**config.mk**
```make
export PLATFORM = sky130hd
export DESIGN_NAME = mem_arbiter
export DESIGN_NICKNAME = d
export VERILOG_FILES = /design/src/rtl/mem_arbiter.sv
export SDC_FILE = /design/constraint.sdc
export NUM_CORES = 1
export LEC_CHECK = 0
export CORE_MARGIN = 2
export CORE_UTILIZATION = 25
export CTS_BUF_LIST = sky130_fd_sc_hd__clkbuf_16
export DETAILED_ROUTE_END_ITERATION = 8
export PLACE_DENSITY = 0.71
export SYNTH_ARGS = -nofsm -noshare
export SYNTH_HDL_FRONTEND = slang
export SYNTH_SLANG_ARGS = --single-unit
export TNS_END_PERCENT = 30
```
**constraint.sdc**
```tcl
create_clock -name clk -period 4.1 [get_ports clk]
set_clock_uncertainty 0.2 [all_clocks]
set_input_delay 0.82 -clock clk [delete_from_list [all_inputs] [get_ports clk]]
set_output_delay 0.82 -clock clk [all_outputs]
set_load 0.01 [all_outputs]
```
**src/rtl/mem_arbiter.sv**
```systemverilog
// Single-port SRAM arbiter shared by instruction fetch and data access.
// Data requests win ties; each access holds the SRAM for WAIT_CYCLES+1 cycles.
// Done flags remember finished accesses until the pipeline stops stalling.
module mem_arbiter #(
  parameter int unsigned WAIT_CYCLES = 1
) (
  input  logic        clk,
  input  logic        rst,
  input  logic        if_ce_i,
  input  logic [31:0] if_addr_i,
  output logic [31:0] if_data_o,
  input  logic        mem_ce_i,
  input  logic        mem_we_i,
  input  logic [3:0]  mem_sel_i,
  input  logic [31:0] mem_addr_i,
  input  logic [31:0] mem_data_i,
  output logic [31:0] mem_data_o,
  output logic        sram_ce_o,
  output logic        sram_we_o,
  output logic [3:0]  sram_sel_o,
  output logic [31:0] sram_addr_o,
  output logic [31:0] sram_wdata_o,
  input  logic [31:0] sram_rdata_i,
  input  logic        flush_i,
  output logic        stallreq_o
);

  localparam logic [3:0] WaitCnt = 4'(WAIT_CYCLES);

  typedef enum logic [1:0] {StIdle, StData, StInst} state_e;

  state_e      state_q, state_d;
  logic [3:0]  cnt_q, cnt_d;
  logic        d_done_q, d_done_d;
  logic        i_done_q, i_done_d;
  // Remembers a flush seen during the current data access.
  logic        flushed_q, flushed_d;
  logic [31:0] if_data_q, if_data_d;
  logic [31:0] mem_data_q, mem_data_d;

  assign stallreq_o = (mem_ce_i & ~d_done_q) | (if_ce_i & ~i_done_q);
  assign if_data_o  = if_data_q;
  assign mem_data_o = mem_data_q;

  // Next-state, done-flag bookkeeping and SRAM bus decode.
  always_comb begin
    state_d      = state_q;
    cnt_d        = cnt_q;
    d_done_d     = d_done_q;
    i_done_d     = i_done_q;
    flushed_d    = flushed_q;
    if_data_d    = if_data_q;
    mem_data_d   = mem_data_q;
    sram_ce_o    = 1'b0;
    sram_we_o    = 1'b0;
    sram_sel_o   = 4'b0000;
    sram_addr_o  = 32'h0;
    sram_wdata_o = 32'h0;

    // Pipeline advanced or was flushed: forget finished accesses.
    if (!stallreq_o || flush_i) begin
      d_done_d = 1'b0;
      i_done_d = 1'b0;
    end

    unique case (state_q)
      StIdle: begin
        flushed_d = 1'b0;
        if (mem_ce_i && !d_done_q) begin
          state_d = StData;
          cnt_d   = WaitCnt;
        end else if (if_ce_i && !i_done_q) begin
          state_d = StInst;
          cnt_d   = WaitCnt;
        end
      end
      StData: begin
        sram_ce_o    = 1'b1;
        sram_we_o    = mem_we_i;
        sram_sel_o   = mem_sel_i;
        sram_addr_o  = mem_addr_i;
        sram_wdata_o = mem_data_i;
        if (cnt_q != 4'd0) begin
          cnt_d     = cnt_q - 4'd1;
          flushed_d = flushed_q | flush_i;
        end else begin
          // Writes are never aborted; a flushed access just is not reported done.
          state_d   = StIdle;
          flushed_d = 1'b0;
          d_done_d  = !(flushed_q || flush_i);
          if (!mem_we_i) mem_data_d = sram_rdata_i;
        end
      end
      StInst: begin
        sram_ce_o   = 1'b1;
        sram_sel_o  = 4'b1111;
        sram_addr_o = if_addr_i;
        if (flush_i) begin
          state_d = StIdle;
          cnt_d   = 4'd0;
        end else if (cnt_q != 4'd0) begin
          cnt_d = cnt_q - 4'd1;
        end else begin
          state_d   = StIdle;
          i_done_d  = 1'b1;
          if_data_d = sram_rdata_i;
        end
      end
      default: state_d = StIdle;
    endcase
  end

  // State and result registers with asynchronous reset.
  always_ff @(posedge clk or negedge rst) begin
    if (!rst) begin
      state_q    <= StIdle;
      cnt_q      <= 4'd0;
      d_done_q   <= 1'b0;
      i_done_q   <= 1'b0;
      flushed_q  <= 1'b0;
      if_data_q  <= 32'h0;
      mem_data_q <= 32'h0;
    end else begin
      state_q    <= state_d;
      cnt_q      <= cnt_d;
      d_done_q   <= d_done_d;
      i_done_q   <= i_done_d;
      flushed_q  <= flushed_d;
      if_data_q  <= if_data_d;
      mem_data_q <= mem_data_d;
    end
  end

endmodule

```
Yosys cells after proc, flatten, opt, wreduce, memory -nomap -nowiden
Cells that the tools add are included.
{ "word_totals": {"register_bits": 73, "elab_cells": 60} }
{ "classes": {"n_eq_ne": 3, "muxes": 24, "add_sub_neg": 1, "n_bitwise": 9, "n_reduce_logical": 16} }
{ "ops": {"columns": ["operator", "count"], "rows": [
  ["$pmux W32 S2", 1],
  ["$mux W32", 1],
  ["$mux W4", 4],
  ["$pmux W4 S3", 1],
  ["$mux W1", 10],
  ["$mux W2", 4],
  ["$pmux W4 S2", 1],
  ["$pmux W2 S3", 1],
  ["$reduce_and A3 Y1", 2],
  ["$not A1 Y1", 5],
  ["$logic_not A1 Y1", 4],
  ["$reduce_bool A4 Y1", 1],
  ["$sub A4 B1 Y4 const B", 1],
  ["$ne A3 B3 Y1 const B", 1],
  ["$reduce_bool A3 Y1", 1],
  ["$and A1 B1 Y1", 2],
  ["$eq A2 B1 Y1 const B", 1],
  ["$eq A2 B2 Y1 const B", 1],
  ["$logic_and A1 B1 Y1", 2],
  ["$logic_not A2 Y1", 1],
  ["$logic_or A1 B1 Y1", 2],
  ["$or A1 B1 Y1", 2],
  ["$pmux W1 S2", 1],
  ["$reduce_and A2 Y1", 1],
  ["other kinds (2)", 2]
]} }

Depth between registers and ports, before layout
{ "depth": {"depth_word": 9, "mapped_depth": 7, "mapped_depth_nobuf": 6} }

Worst setup path before layout
Ideal clock, no wire load.
{ "synth_path": {"kind": "reg-to-output", "start": "register state_q[1]", "end": "output port sram_addr_o[29]", "n_path_buf": 2, "arrival_time_ps": 1550, "path_slack_ps": 1530, "stages_incl_launch_ff": 7, "cell_sequence": "dfrtp_1 > inv_1 > ha_1 > clkbuf_1 > clkbuf_1 > a22oi_1 > nor2b_1"} }
{ "synth_via": {"elab_chain_cells": 2, "elab_cells_between_ends": 3, "cone_classes": "2 x eq/ne; 1 x mux"} }
{ "synth_rtl": {"columns": ["item", "line", "text"], "rows": [
  ["from (decl)", "32", "state_e state_q, state_d;"],
  ["from (signal assigned)", "116", "state_q <= StIdle;"],
  ["from (signal assigned)", "124", "state_q <= state_d;"],
  ["$eq A2 B2 Y1 or $eq A2 B1 Y1 (tied branches)", "66", "unique case (state_q)"],
  ["$pmux W32 S2 *", "66", null],
  ["to (decl)", "21", "output logic [31:0] sram_addr_o,"]
]} }
Every way passes the cells marked *; elsewhere a longest branch is shown, timed or not.

Worst setup path after layout
{ "layout_path": {"start": "register state_q[1]", "end": "output port sram_wdata_o[31]"} }
{ "layout_via": {"elab_chain_cells": 2} }
{ "layout_rtl": {"columns": ["item", "line", "text"], "rows": [
  ["$eq A2 B1 Y1", "66", null],
  ["$mux W32", "66", null],
  ["to (decl)", "22", "output logic [31:0] sram_wdata_o,"]
]} }
No other way between the ends.

==> run metrics <==
pin count of the biggest net entering global routing=40; Total GRT Usage=15.6%; root buf cell=clkbuf_16; Clock Sink Count=73; setup_tns=0 ns; Avg Cell Area, Syn=12.2 um2; CP startpoint kind=flip-flop; area fraction of the dominant cell type after synthesis=47.5%; first-pass GRT wire length=19900 um; ys async rst share=100%; initial antenna violation count=0; layout cells sized above 1=15.2%; Synth area leaders=dfrtp_1, mux2_4, mux2_2, a22oi_1, nor2b_1; Initial Utilization=25.4%; Post-Synth Adder-Cell Area=1.63%; Final Power=5.02 mW; RSZ-0062 raised after global routing=false; clock group share of total power=17.5%; Final Util=46.5%; Seq cells post-synth=73; Net Sw Frac=33.1%; Simple-Gate Fraction of Synth Area=15.3%; vias=3499; clock tree from TritonCTS=built; number of buffers created by CTS=9; Crit Path Class=reg -> out; Rows=45; period utilization=85.9%; sequential fraction of the synthesis area=47.5%; cell count after synthesis=316; clk_lat worst skew=0.32 ns; vias in the first global route=3742; DR iter-0 viols=68; WL per Instance=17.2 um; Final Max Tran Viols=0; I/O pins=273; drt total wl=13300 um; Layout area overhead=83.0%; cells resized by post-CTS repair=0; Synth Area in Compound Gates=9.82%; WP data arrival=2.50 ns; Final Hold Vio Count=0; post-synthesis xor/xnor area fraction=0%; DRC=0; most common cell after layout, fill and taps aside=clkdlybuf4s50_1; Worst Path Required=3.08 ns; Leak=2.95 nW; die area=16400 um2; post-CTS setup buffer count=0; Netlist cell types=32; ANT nets after route=0; Worst Setup End Kind=primary output; Port Buf Inserts=272; Post-CTS Hold Buffers=0; Layout Nets=725; Syn Nets=459; Reg clk slew, reported paths=0.06 ns; Post-synth EDFFs=0; Die X=128 um; Worst Setup Slack, final=0.578 ns; final setup fails=0; maximum clock rate=284 MHz; H-tree depth=3; Placement Setup Slack=0.864 ns; Rel. slew slack=42.2%; crit-path max FO=32; Yosys top cell by area=dfrtp_1; worst-path cell chain=inv_1 > ha_2 > buf_4 > and2_1 > clkdlybuf4s50_1; Switch Pwr=1.66 mW; DRT Pass-1 Iters=4; warning count from the yosys run=0; peak supply drop=0.377 mV; crit path max-delay cell type=clkdlybuf4s50_1; Antenna diodes=0; Largest stage delay, worst path=0.61 ns; Int Power=3.35 mW; Post-Syn Area=3850 um2; ys flop type=dfrtp_1; DP Wirelength=10100 um; GRT overflow=0; hold slack=0.293 ns; clk buf depth=2; commonest non-fill, non-tap cells in the layout=clkdlybuf4s50_1, dfrtp_1, nor2b_1, and2_1, mux2_2; via density per instance=4.52; die height=128 um; RD Place Congestion=0.844; post-synthesis mux area share=21.9%; Power Density=712 nW/um2; Logic pwr share=57.5%; post-route minimum period=3.52 ns; largest family of logic cells by synthesized area=multiplexers; Seq pwr share=25.0%; Hold Path Class=reg -> reg; max_cap viols=0; actual slew at the worst max-slew pin=0.867 ns; core area=15100 um2; status=completed
==> power by group through the flow <==
| stage | Sequential, mW | Clock [mW] | Combinational (mW) |
|---|---|---|---|
| final | 1.25 | 0.880 | 2.88 |
| after global routing | 1.30 | 0.939 | 3.09 |
| after CTS | 1.26 | 0.909 | 2.93 |
| after detailed placement | 1.26 | 0 | 2.92 |
| after global placement | 1.23 | 0 | 2.87 |
| after floorplan | 1.38 | 0 | 1.28 |
==> critical path: cells and delay by family (launching register included) <==
kind	cells	cell delay, ns
and+or+nand+nor	1	0.18
buffers and inverters	3	1.07
DFF	1	0.42
adders and majority gates	1	0.51
==> state kept, by name, summed over array words and instances (netlist names) <==
signal and count:
if_data_o 32, mem_data_o 32, cnt_q 4, state_q 2
d_done_q 1, flushed_q 1, i_done_q 1
==> cell type report <==
type / instances / area (um2)
clock inverter: 6 / 108
multi-input combinational: 217 / 1880
clock buffer: 9 / 225
inverter: 4 / 15.0
sequential: 73 / 1830
tap: 188 / 235
fill: 1375 / 8100
timing repair buffer: 277 / 2760
==> stage by stage <==
step	instances	cell area [um2]
final	774	7040
after global routing	774	7040
after CTS	774	7040
after detailed placement	759	6710
after global placement	759	6710
after floorplan	316	3850
==> path summary, 6_finish.rpt <==
kind | end | start | cells after the start | slack [ns]
setup / recovery | sram_wdata_o[31] | state_q[1]$_DFFE_PN0P_ | 5 | 0.58
hold / removal | if_data_o[7]$_DFFE_PN0P_ | if_data_o[7]$_DFFE_PN0P_ | 1 | 0.29
setup reg to reg | mem_data_o[7]$_DFFE_PN0P_ | state_q[1]$_DFFE_PN0P_ | 5 | 1.29
hold reg to reg | if_data_o[7]$_DFFE_PN0P_ | if_data_o[7]$_DFFE_PN0P_ | 1 | 0.29
max in group asynchronous | mem_data_o[5]$_DFFE_PN0P_ | rst | 2 | 2.28
min in group asynchronous | if_data_o[20]$_DFFE_PN0P_ | rst | 1 | 0.41
==> layer usage <==
metal	vias up	global-route usage, %	part of all wire (%)
li1	1642	-	-
met1	1660	17.6	39
met2	181	27.6	49
met3	16	5.13	9.4
met4	0	5.43	1.8
met5	-	0	0
==> synth_stat cells (all sizes together) (2+ instances only) <==
master / instances
a21oi: 5
a22oi: 32
a32o: 2
and2: 33
buf: 8
clkbuf: 14
dfrtp: 73
ha: 5
inv: 4
mux2: 65
nand2: 7
nand2b: 4
nor2: 4
nor2b: 38
nor3b: 2
o21ai: 9
o2bb2ai: 2
==> kinds of logic after synthesis <==
family | after synthesis
compound gates | 54
fa+ha+maj | 5
buf+inv | 26
flops | 73
mux | 65
simple gates | 93
Power figures use the tool's default switching activity.
